--- config.mk ---
export PLATFORM = sky130hd
export DESIGN_NAME = multicycle_control_unit
export DESIGN_NICKNAME = d
export VERILOG_FILES = /design/src/rtl/multicycle_control_unit.sv
export SDC_FILE = /design/constraint.sdc
export NUM_CORES = 1
export LEC_CHECK = 0
export CAP_MARGIN = 20
export CORE_MARGIN = 2
export CORE_UTILIZATION = 45
export DETAILED_ROUTE_END_ITERATION = 8
export PLACE_DENSITY = 0.75
export SYNTH_ARGS = -nofsm -noshare
export SYNTH_HDL_FRONTEND = slang
export SYNTH_SLANG_ARGS = --single-unit
export TNS_END_PERCENT = 20
--- constraint.sdc ---
create_clock -name clk -period 2.9 [get_ports clk]
set_input_delay 0.58 -clock clk [delete_from_list [all_inputs] [get_ports clk]]
set_output_delay 0.58 -clock clk [all_outputs]
set_load 0.05 [all_outputs]
--- src/rtl/multicycle_control_unit.sv ---
// Multicycle control FSM for the 16-bit core: decodes {command,ext} and sequences datapath strobes.
// Optional macro STK_GUARD_EN traps PUSH on a full stack / POP on an empty stack into FAULT.
module multicycle_control_unit #(
    parameter int CMD_W      = 6,
    parameter int FUNC_W     = 5,
    parameter int FLAGS_size = 6,
    parameter int WAIT_MAX   = 15
) (
    input  logic                  clk,
    input  logic                  init,
    input  logic [CMD_W:0]        opcode,
    input  logic                  state_flag_bit,
    input  logic                  mem_rdy,
    input  logic                  stk_pop_valid,
    input  logic                  stk_full,
    input  logic                  stk_empty,
    output logic                  wrmem,
    output logic                  ioe,
    output logic                  intreq,
    output logic                  decodeinstr,
    output logic                  we3,
    output logic                  rst,
    output logic                  hlt,
    output logic                  wrpc,
    output logic                  prefix,
    output logic                  jump,
    output logic                  ch,
    output logic                  ret,
    output logic                  wrflags,
    output logic                  seladdr,
    output logic                  stk_push,
    output logic                  stk_pop,
    output logic                  fault,
    output logic [FLAGS_size-1:0] Jcc,
    output logic [FUNC_W-1:0]     func,
    output logic [2:0]            stwr,
    output logic [1:0]            spc_a,
    output logic [2:0]            spc_b,
    output logic [2:0]            state_o
);

    typedef enum logic [2:0] {
        S_FETCH   = 3'd0,
        S_DECODE  = 3'd1,
        S_PCINC   = 3'd2,
        S_EXEC    = 3'd3,
        S_MEMWAIT = 3'd4,
        S_WB      = 3'd5,
        S_HALT    = 3'd6,
        S_FAULT   = 3'd7
    } state_t;

    typedef enum logic [3:0] {
        K_NOP, K_ALU, K_CMP, K_MOV, K_RST, K_INT, K_HLT, K_MEM,
        K_J, K_JCC, K_CH, K_RET, K_PUSH, K_POP
    } kind_t;

    localparam int C_LDW = 0,  C_STW = 1,  C_MOV = 2,  C_HLT = 3,  C_RST = 4,  C_INT = 5;
    localparam int C_IN  = 6,  C_OUT = 7,  C_CH  = 8,  C_RET = 9,  C_ADD = 10, C_SUB = 11;
    localparam int C_MUL = 12, C_DIV = 13, C_MVN = 14, C_OR  = 15, C_AND = 16, C_ORN = 17;
    localparam int C_ANDN = 18, C_EOR = 19, C_EON = 20, C_LSL = 21, C_LSR = 22, C_ASR = 23;
    localparam int C_REV = 24, C_J   = 25, C_JZ  = 26, C_JNZ = 27, C_JC  = 28, C_JNC = 29;
    localparam int C_JO  = 30, C_JNO = 31, C_JP  = 32, C_JNP = 33, C_JG  = 34, C_JL  = 35;
    localparam int C_JNG = 36, C_JNL = 37, C_CMP = 38, C_MOD = 39, C_PUSH = 40, C_POP = 41;

    localparam logic [FUNC_W-1:0] F_ADD  = FUNC_W'(0);
    localparam logic [FUNC_W-1:0] F_SUB  = FUNC_W'(1);
    localparam logic [FUNC_W-1:0] F_MUL  = FUNC_W'(2);
    localparam logic [FUNC_W-1:0] F_DIV  = FUNC_W'(3);
    localparam logic [FUNC_W-1:0] F_MOD  = FUNC_W'(4);
    localparam logic [FUNC_W-1:0] F_MVN  = FUNC_W'(5);
    localparam logic [FUNC_W-1:0] F_OR   = FUNC_W'(6);
    localparam logic [FUNC_W-1:0] F_AND  = FUNC_W'(7);
    localparam logic [FUNC_W-1:0] F_ORN  = FUNC_W'(8);
    localparam logic [FUNC_W-1:0] F_ANDN = FUNC_W'(9);
    localparam logic [FUNC_W-1:0] F_EOR  = FUNC_W'(10);
    localparam logic [FUNC_W-1:0] F_EON  = FUNC_W'(11);
    localparam logic [FUNC_W-1:0] F_REV  = FUNC_W'(12);
    localparam logic [FUNC_W-1:0] F_LSL  = FUNC_W'(13);
    localparam logic [FUNC_W-1:0] F_LSR  = FUNC_W'(14);
    localparam logic [FUNC_W-1:0] F_ASR  = FUNC_W'(15);
    localparam logic [FUNC_W-1:0] F_NOP  = FUNC_W'(16);
    localparam logic [FUNC_W-1:0] F_CMP  = FUNC_W'(17);

    localparam int WCNT_W = (WAIT_MAX < 2) ? 1 : $clog2(WAIT_MAX + 1);
    localparam logic [WCNT_W-1:0] WAIT_LAST = WCNT_W'((WAIT_MAX > 0) ? WAIT_MAX - 1 : 0);

    state_t              r_state;
    state_t              w_state_next;
    logic [CMD_W:0]      r_opc_q;
    logic [WCNT_W-1:0]   r_wait_cnt;
    logic [WCNT_W-1:0]   w_wait_cnt_next;
    logic [31:0]         w_cmd;
    logic                w_ext;
    kind_t               w_kind;
    logic [FUNC_W-1:0]   w_alu_func;
    logic [FLAGS_size-1:0] w_jcc_idx;
    logic                w_jcc_neg;
    logic                w_wait_expired;

    assign w_cmd   = 32'(r_opc_q[CMD_W:1]);
    assign w_ext   = r_opc_q[0];
    assign state_o = r_state;

    // Last permitted waiting cycle; WAIT_MAX of zero disables the watchdog.
    assign w_wait_expired = (WAIT_MAX != 0) && (r_wait_cnt == WAIT_LAST);

    assign w_jcc_neg = (w_cmd == C_JNZ) || (w_cmd == C_JNC) || (w_cmd == C_JNO) ||
                       (w_cmd == C_JNP) || (w_cmd == C_JNG) || (w_cmd == C_JNL);

`ifndef STK_GUARD_EN
    logic w_unused_stk;
    assign w_unused_stk = stk_full | stk_empty;
`endif

    always_comb begin
        w_kind     = K_NOP;
        w_alu_func = F_NOP;
        w_jcc_idx  = '0;
        case (w_cmd)
            C_LDW, C_STW, C_IN, C_OUT: w_kind = K_MEM;
            C_MOV:  w_kind = K_MOV;
            C_HLT:  w_kind = K_HLT;
            C_RST:  w_kind = K_RST;
            C_INT:  w_kind = K_INT;
            C_CH:   w_kind = K_CH;
            C_RET:  w_kind = K_RET;
            C_J:    w_kind = K_J;
            C_CMP:  w_kind = K_CMP;
            C_PUSH: w_kind = K_PUSH;
            C_POP:  w_kind = K_POP;
            C_ADD:  begin w_kind = K_ALU; w_alu_func = F_ADD;  end
            C_SUB:  begin w_kind = K_ALU; w_alu_func = F_SUB;  end
            C_MUL:  begin w_kind = K_ALU; w_alu_func = F_MUL;  end
            C_DIV:  begin w_kind = K_ALU; w_alu_func = F_DIV;  end
            C_MOD:  begin w_kind = K_ALU; w_alu_func = F_MOD;  end
            C_MVN:  begin w_kind = K_ALU; w_alu_func = F_MVN;  end
            C_OR:   begin w_kind = K_ALU; w_alu_func = F_OR;   end
            C_AND:  begin w_kind = K_ALU; w_alu_func = F_AND;  end
            C_ORN:  begin w_kind = K_ALU; w_alu_func = F_ORN;  end
            C_ANDN: begin w_kind = K_ALU; w_alu_func = F_ANDN; end
            C_EOR:  begin w_kind = K_ALU; w_alu_func = F_EOR;  end
            C_EON:  begin w_kind = K_ALU; w_alu_func = F_EON;  end
            C_REV:  begin w_kind = K_ALU; w_alu_func = F_REV;  end
            C_LSL:  begin w_kind = K_ALU; w_alu_func = F_LSL;  end
            C_LSR:  begin w_kind = K_ALU; w_alu_func = F_LSR;  end
            C_ASR:  begin w_kind = K_ALU; w_alu_func = F_ASR;  end
            C_JZ, C_JNZ: begin w_kind = K_JCC; w_jcc_idx = FLAGS_size'(5); end
            C_JC, C_JNC: begin w_kind = K_JCC; w_jcc_idx = FLAGS_size'(3); end
            C_JO, C_JNO: begin w_kind = K_JCC; w_jcc_idx = FLAGS_size'(4); end
            C_JP, C_JNP: begin w_kind = K_JCC; w_jcc_idx = FLAGS_size'(2); end
            C_JG, C_JNG: begin w_kind = K_JCC; w_jcc_idx = FLAGS_size'(1); end
            C_JL, C_JNL: begin w_kind = K_JCC; w_jcc_idx = FLAGS_size'(0); end
            default: w_kind = K_NOP;
        endcase
    end

    always_comb begin
        wrmem = 1'b0; ioe = 1'b0; intreq = 1'b0; decodeinstr = 1'b0;
        we3 = 1'b0; rst = 1'b0; hlt = 1'b0; wrpc = 1'b0;
        prefix = 1'b0; jump = 1'b0; ch = 1'b0; ret = 1'b0;
        wrflags = 1'b0; seladdr = 1'b0; stk_push = 1'b0; stk_pop = 1'b0;
        fault = 1'b0;
        Jcc   = '0;
        func  = F_NOP;
        stwr  = 3'd0;
        spc_a = 2'd0;
        spc_b = 3'd0;
        w_state_next    = r_state;
        w_wait_cnt_next = r_wait_cnt;
        if (init) begin
            rst             = 1'b1;
            w_state_next    = S_FETCH;
            w_wait_cnt_next = '0;
        end else begin
            case (r_state)
                S_FETCH: begin
                    decodeinstr  = 1'b1;
                    w_state_next = S_DECODE;
                end
                S_DECODE: begin
                    spc_a = 2'd1; spc_b = 3'd2; func = F_ADD;
                    w_state_next = S_PCINC;
                end
                S_PCINC: begin
                    wrpc = 1'b1; spc_a = 2'd1; spc_b = 3'd2; func = F_ADD;
                    w_state_next = S_EXEC;
                end
                S_EXEC: begin
                    w_wait_cnt_next = '0;
                    w_state_next    = S_FETCH;
                    case (w_kind)
                        K_ALU: begin
                            spc_b = {2'b00, w_ext}; func = w_alu_func;
                            wrflags = 1'b1; we3 = 1'b1;
                        end
                        K_CMP: begin func = F_CMP; wrflags = 1'b1; end
                        K_MOV: begin we3 = 1'b1; stwr = w_ext ? 3'd1 : 3'd2; end
                        K_RST: rst = 1'b1;
                        K_INT: intreq = 1'b1;
                        K_HLT: w_state_next = S_HALT;
                        K_MEM: begin seladdr = 1'b1; w_state_next = S_MEMWAIT; end
                        K_J:   begin jump = 1'b1; prefix = w_ext; wrpc = 1'b1; end
                        K_JCC: begin
                            jump = 1'b1; prefix = w_ext; Jcc = w_jcc_idx;
                            w_state_next = S_WB;
                        end
                        // Link register is written now; the PC load happens in WB.
                        K_CH: begin
                            ch = 1'b1; jump = 1'b1; prefix = w_ext; we3 = 1'b1;
                            w_state_next = S_WB;
                        end
                        K_RET: begin ret = 1'b1; jump = 1'b1; w_state_next = S_WB; end
                        K_PUSH: begin
`ifdef STK_GUARD_EN
                            if (stk_full) w_state_next = S_FAULT;
                            else          stk_push = 1'b1;
`else
                            stk_push = 1'b1;
`endif
                        end
                        K_POP: begin
`ifdef STK_GUARD_EN
                            if (stk_empty) begin
                                w_state_next = S_FAULT;
                            end else begin
                                stk_pop = 1'b1; w_state_next = S_WB;
                            end
`else
                            stk_pop = 1'b1; w_state_next = S_WB;
`endif
                        end
                        default: w_state_next = S_FETCH;
                    endcase
                end
                S_MEMWAIT: begin
                    seladdr = 1'b1;
                    if (mem_rdy) begin
                        w_state_next = S_FETCH;
                        case (w_cmd)
                            C_LDW:   begin we3 = 1'b1; stwr = 3'd3; end
                            C_STW:   wrmem = 1'b1;
                            C_OUT:   ioe = 1'b1;
                            C_IN:    begin ioe = 1'b1; we3 = 1'b1; stwr = 3'd4; end
                            default: wrmem = 1'b0;
                        endcase
                    end else if (w_wait_expired) begin
                        w_state_next = S_FAULT;
                    end else begin
                        w_wait_cnt_next = r_wait_cnt + 1'b1;
                    end
                end
                S_WB: begin
                    w_state_next = S_FETCH;
                    case (w_kind)
                        K_JCC: begin
                            jump = 1'b1; prefix = w_ext; Jcc = w_jcc_idx;
                            wrpc = state_flag_bit ^ w_jcc_neg;
                        end
                        K_CH:  begin jump = 1'b1; prefix = w_ext; wrpc = 1'b1; end
                        K_RET: begin ret = 1'b1; jump = 1'b1; wrpc = 1'b1; end
                        K_POP: begin
                            if (stk_pop_valid) begin
                                we3 = 1'b1; stwr = 3'd3;
                            end else if (w_wait_expired) begin
                                w_state_next = S_FAULT;
                            end else begin
                                w_state_next    = S_WB;
                                w_wait_cnt_next = r_wait_cnt + 1'b1;
                            end
                        end
                        default: w_state_next = S_FETCH;
                    endcase
                end
                S_HALT:  hlt = 1'b1;
                S_FAULT: fault = 1'b1;
                default: w_state_next = S_FETCH;
            endcase
        end
    end

    always_ff @(posedge clk) begin
        if (init) begin
            r_state    <= S_FETCH;
            r_opc_q    <= '0;
            r_wait_cnt <= '0;
        end else begin
            r_state    <= w_state_next;
            r_wait_cnt <= w_wait_cnt_next;
            if (r_state == S_DECODE) r_opc_q <= opcode;
        end
    end

endmodule
=== Yosys cells after proc, flatten, opt, wreduce, memory -nomap -nowiden ===
Index checks and enable logic that the tools add are counted.

* $add $sub $neg: 1
* Equal/unequal tests: 66
* Multiplexer cells: 91
* Bitwise logic cells: 1
* Reduce and logical (&&, ||, !) cells: 31

{| class="wikitable"
|+ Operator list
! cell !! number
|-
| 6-bit by 5-bit equality test with 1-bit output, second input constant || 16
|-
| 5-bit one-hot mux with 16 select lines || 1
|-
| 6-bit equality test, second input constant || 10
|-
| 1-bit 2-to-1 mux || 54
|-
| 4-bit one-hot mux with 13 select lines || 1
|-
| 6-bit by 4-bit equality test with 1-bit output, second input constant || 8
|-
| 32-bit logical NOT || 1
|-
| 4-bit equality test, second input constant || 7
|-
| 6-bit by 3-bit equality test with 1-bit output, second input constant || 4
|-
| 2-bit OR reduction || 12
|-
| 5-bit one-hot mux with 2 select lines || 2
|-
| 3-bit 2-to-1 mux || 6
|-
| 6-bit 2-to-1 mux || 3
|-
| 3-bit one-hot mux with 3 select lines || 2
|-
| 3-bit one-hot mux with 6 select lines || 1
|-
| 4-bit by 3-bit equality test with 1-bit output, second input constant || 4
|-
| 4-bit 2-to-1 mux || 4
|-
| 16-bit OR reduction || 1
|-
| 3-bit one-hot mux with 5 select lines || 1
|-
| 3-bit equality test, second input constant || 4
|-
| 6-bit by 2-bit equality test with 1-bit output, second input constant || 2
|-
| 2-bit 2-to-1 mux || 6
|-
| 4-bit one-hot mux with 3 select lines || 1
|-
| 12-bit OR reduction || 1
|-
| other kinds (22) || 38
|}

* Register bits: 14
* Bits of input ports: 14
* Output and inout port bits: 39
* Logic and storage cells: 193

=== Depth between registers and ports, before layout ===
* Depth after elaboration: 10
* Gate-level depth with buffers: 8
* Depth with buffers taken out: 7

=== Least setup slack after synthesis ===
Ideal clock, no wire load.

* Path kind: flip-flop to output port
* From: reg r_state[2] (netlist: state_o[2])
* To: out wrmem
* Arrival time: 2863 ps
* Data required time: 2320 ps
* Setup slack: -543 ps
* Stages on the path, launching flop included: 5
* Path buffers: 0
* Cell sequence: dfxtp_1 > nand2b_1 > nand3b_1 > nor2_1 > nor4b_1

* Word-level cells in the longest chain between the ends: 3

{| class="wikitable"
|+ Ends and longest elaborated chain
! item !! line !! source
|-
| start, declared || 88 || <nowiki>state_t r_state;</nowiki>
|-
| start signal, assigned || 288 || <nowiki>r_state <= w_state_next;</nowiki>
|-
| 3-bit equality test || 176 || <nowiki>case (r_state)</nowiki>
|-
| 1-bit 2-to-1 mux || 176 ||
|-
| 1-bit 2-to-1 mux || 171 || <nowiki>if (init) begin</nowiki>
|-
| end, declared || 17 || <nowiki>output logic wrmem,</nowiki>
|}

No other way between the ends.

=== Final worst setup path ===
* From: in init
* To: out ch

* Word-level cells in the longest chain between the ends: 1

{| class="wikitable"
|+ Ends and longest elaborated chain
! item !! line !! source
|-
| start, declared || 10 || <nowiki>input logic init,</nowiki>
|-
| 1-bit 2-to-1 mux || 171 ||
|-
| end, declared || 27 || <nowiki>output logic ch,</nowiki>
|}

No other way between the ends.

==> impl_metrics.json <==
{
  "vias": 2228,
  "slew_headroom_pct": 56.9,
  "overflow": 0,
  "ys_warn_count": 0,
  "root_buffer": "clkbuf_8",
  "io_buffer_count": 45,
  "combPwrFrac_pct": 49.8,
  "synth_top_area_share_pct": 14.9,
  "maxSlewViolCount": 0,
  "routed_via_density": 5.97,
  "p_switching_mw": 0.342,
  "synth.cell_area_mm2": 0.00188,
  "grt.met2_usage_pct": 41.5,
  "crit_type": "in -> out",
  "layout-drive-gt1-share_pct": 29.1,
  "hold_path.startpoint": "r_wait_cnt[3]$_SDFFE_PP0P_",
  "rsz0062_at_grt": "no",
  "grt_use_met1_pct": 34.2,
  "rr_endpoint": "r_wait_cnt[3]$_SDFFE_PP0P_",
  "yosys.area_share.adder_pct": 1.33,
  "cts_buffer_depth": 2,
  "grt-busiest-layer": "met2",
  "area_growth_pct": 50.8,
  "antenna_left": 0,
  "tightestPinTransition_ns": 0.643,
  "synth_xor_area_share_pct": 2.79,
  "clk_pin_slew_worst_paths_ns": 0.06,
  "synth_top_family_by_area": "simple AND/OR/NAND/NOR gates",
  "htreeDepth": 1,
  "end_kind": "output pin",
  "std_cell_rows": 23,
  "ys_seq_area_share_pct": 14.9,
  "grtUsageMet3_pct": 4.22,
  "grt_max_degree": 22,
  "worstPathArrival_ns": 2.24,
  "fin_skew_ns": 0.00136,
  "gp_congestion": 0.937,
  "grt_pass1_vias": 2028,
  "syn_inst": 275,
  "min_path_cells": 2,
  "path_max_fanout": 6,
  "dpl_cell_area_mm2": 0.00274,
  "antenna_found_initial": 0,
  "clock.fmax_mhz": 354,
  "crit_path_start_kind": "input pin",
  "nets": 341,
  "seq_power_share_pct": 30.2,
  "required_ns": 2.32,
  "hpwl_um": 4370,
  "avgSynthCellArea_um2": 6.84,
  "hp-class": "reg -> reg",
  "routed_wl_um": 5840,
  "routedWlPerCell_um": 15.7,
  "fp.dieH_um": 68.6,
  "p_sw_share_pct": 42.6,
  "hold_ws_ns": 0.485,
  "ys.flop_type": "dfxtp_1",
  "coreArea_mm2": 0.00400,
  "fin_crit_ns": 2.82,
  "cts_tree": "built",
  "internal_power_mw": 0.462,
  "dieWidth_um": 68.6,
  "fin_crit_sh_pct": 97.4,
  "p_clk_share_pct": 20.1,
  "synth.mux.area_fraction_pct": 1.40,
  "synth_simple_gate_area_share_pct": 37.1,
  "reg2reg_setup_slack_ns": 1.01,
  "vdd_drop_max_v": 0.000204,
  "fin_tns_setup_ns": 0,
  "power_density_mw_per_mm2": 284,
  "final_cell_mix": "nor2_1 (35), buf_12 (31), nand2_1 (24), buf_4 (24), a21oi_1 (23)",
  "cts_made_buffers": 3,
  "rr_startpoint": "r_opc_q[5]$_SDFFE_PP0P_",
  "drc_errors": 0,
  "cap_viol_max_count": 0,
  "start_util_pct": 47.0,
  "grtUsageTotal_pct": 26.1,
  "drt-initial-drc-count": 132,
  "first_pass_iters": 5,
  "postLayoutCellArea_mm2": 0.00284,
  "p_leak_nw": 1.02,
  "synth.largest_area_cell": "dfxtp_1",
  "synth-edff-count": 0,
  "grt_pass1_wl_um": 9400,
  "layout_commonest_cell": "nor2_1",
  "cts.sinks": 14,
  "yosys-top-cells-area": "dfxtp_1 (15%), nor2_1 (7.2%), a21oi_1 (6.7%)",
  "r2r_cells": 7,
  "synthArstFlopShare_pct": 0,
  "clk_latency_ns": 0.24,
  "setup_violations": 0,
  "io_pins": 53,
  "synth_compound_area_share_pct": 31.5,
  "ys_ff_latch": 14,
  "finalHoldViolCount": 0,
  "antenna-diode-count": 0,
  "ys_types": 63,
  "status": "completed",
  "hold_buffers": 0,
  "hold_end": "r_wait_cnt[3]$_SDFFE_PP0P_",
  "die_area_mm2": 0.00471
}
critical path, stage by stage:
cell and delay (ns):
clkdlybuf4s50_1 0.51, nand2b_1 0.26, or2_2 0.34, nor3_1 0.36, buf_12 0.19
what timing repair did:
action / in CTS / in global routing
setup buffers: 0 / 0
setup endpoints to repair: 4 / 7
resized for setup: 4 / 12
cell type report:
cell class | instances | area [µm²]
inverters | 8 | 30.0
fillers | 332 | 1160
repair buffers | 69 | 941
well taps | 50 | 62.6
multi-input cells | 229 | 1470
flip-flops and latches | 14 | 292
clock buffers | 3 | 41.3
per-stage QoR:
step | power, mW | utilization, % | setup slack, ns | cells
final | 0.804 | 70.9 | 0.0759 | 373
after CTS | 0.795 | 69.9 | 0.0468 | 373
after global routing | 0.848 | 70.9 | 0.0294 | 373
after detailed placement | 0.632 | 68.5 | 0.0856 | 370
after global placement | 0.623 | 68.5 | 0.121 | 370
after floorplan | 0.514 | - | -0.277 | 279
routing by layer:
metal  wire length [µm]  vias up
li1                   -     1073
met1               2460     1014
met2               2750      125
met3                465       16
met4                164        0
met5                  0        -
flip-flops by register name, summed over array words and instances, names as in the netlist:
signal,flops
r_opc_q,7
r_wait_cnt,4
state_o,3
cell families (layout without fill, tap and decap cells):
logic type	after synthesis	in the layout
AO/OA/AOI/OAI	88	88
XOR/XNOR	6	6
adder cells (fa/ha/maj)	2	2
buffers and inverters	36	80
flip-flops	14	14
multiplexers	2	2
other	1	5
AND/OR/NAND/NOR	126	126
worst max-delay path by stage:
stage	start	end
final	init	ch
after global routing	init	ch
after CTS	r_opc_q[1]$_SDFFE_PP0P_	func[1]
after detailed placement	init	ch
after global placement	init	ch
after floorplan	state_o[2]$_SDFFE_PP0P_	ioe
synthesized netlist by cell type (all sizes together), types with 2 or more instances:
| master | instances |
|---|---|
| a41oi | 2 |
| nand3b | 4 |
| nand2b | 12 |
| nor3 | 10 |
| a31oi | 5 |
| nor4 | 5 |
| inv | 8 |
| nor2b | 8 |
| o32a | 3 |
| mux2 | 2 |
| o31a | 2 |
| xnor2 | 5 |
| o32ai | 2 |
| o21a | 3 |
| nor2 | 37 |
| a21oi | 26 |
| nand2 | 24 |
| a22oi | 3 |
| o21ai | 21 |
| o21bai | 3 |
| buf | 20 |
| a21o | 3 |
| nand3 | 2 |
| or2 | 7 |
| nor4b | 2 |
| a211oi | 3 |
| dfxtp | 14 |
| and3 | 4 |
| o22ai | 4 |
| or3 | 5 |
| clkbuf | 8 |
| ha | 2 |
power by group through the flow:
stage / clock network, mW / registers, mW / logic (mW)
floorplan: 0 / 0.227 / 0.287
global placement: 0 / 0.243 / 0.380
detailed placement: 0 / 0.244 / 0.388
CTS: 0.164 / 0.240 / 0.392
global route: 0.172 / 0.246 / 0.430
finish: 0.161 / 0.243 / 0.400
No activity file was read; power rests on OpenSTA's default activity.
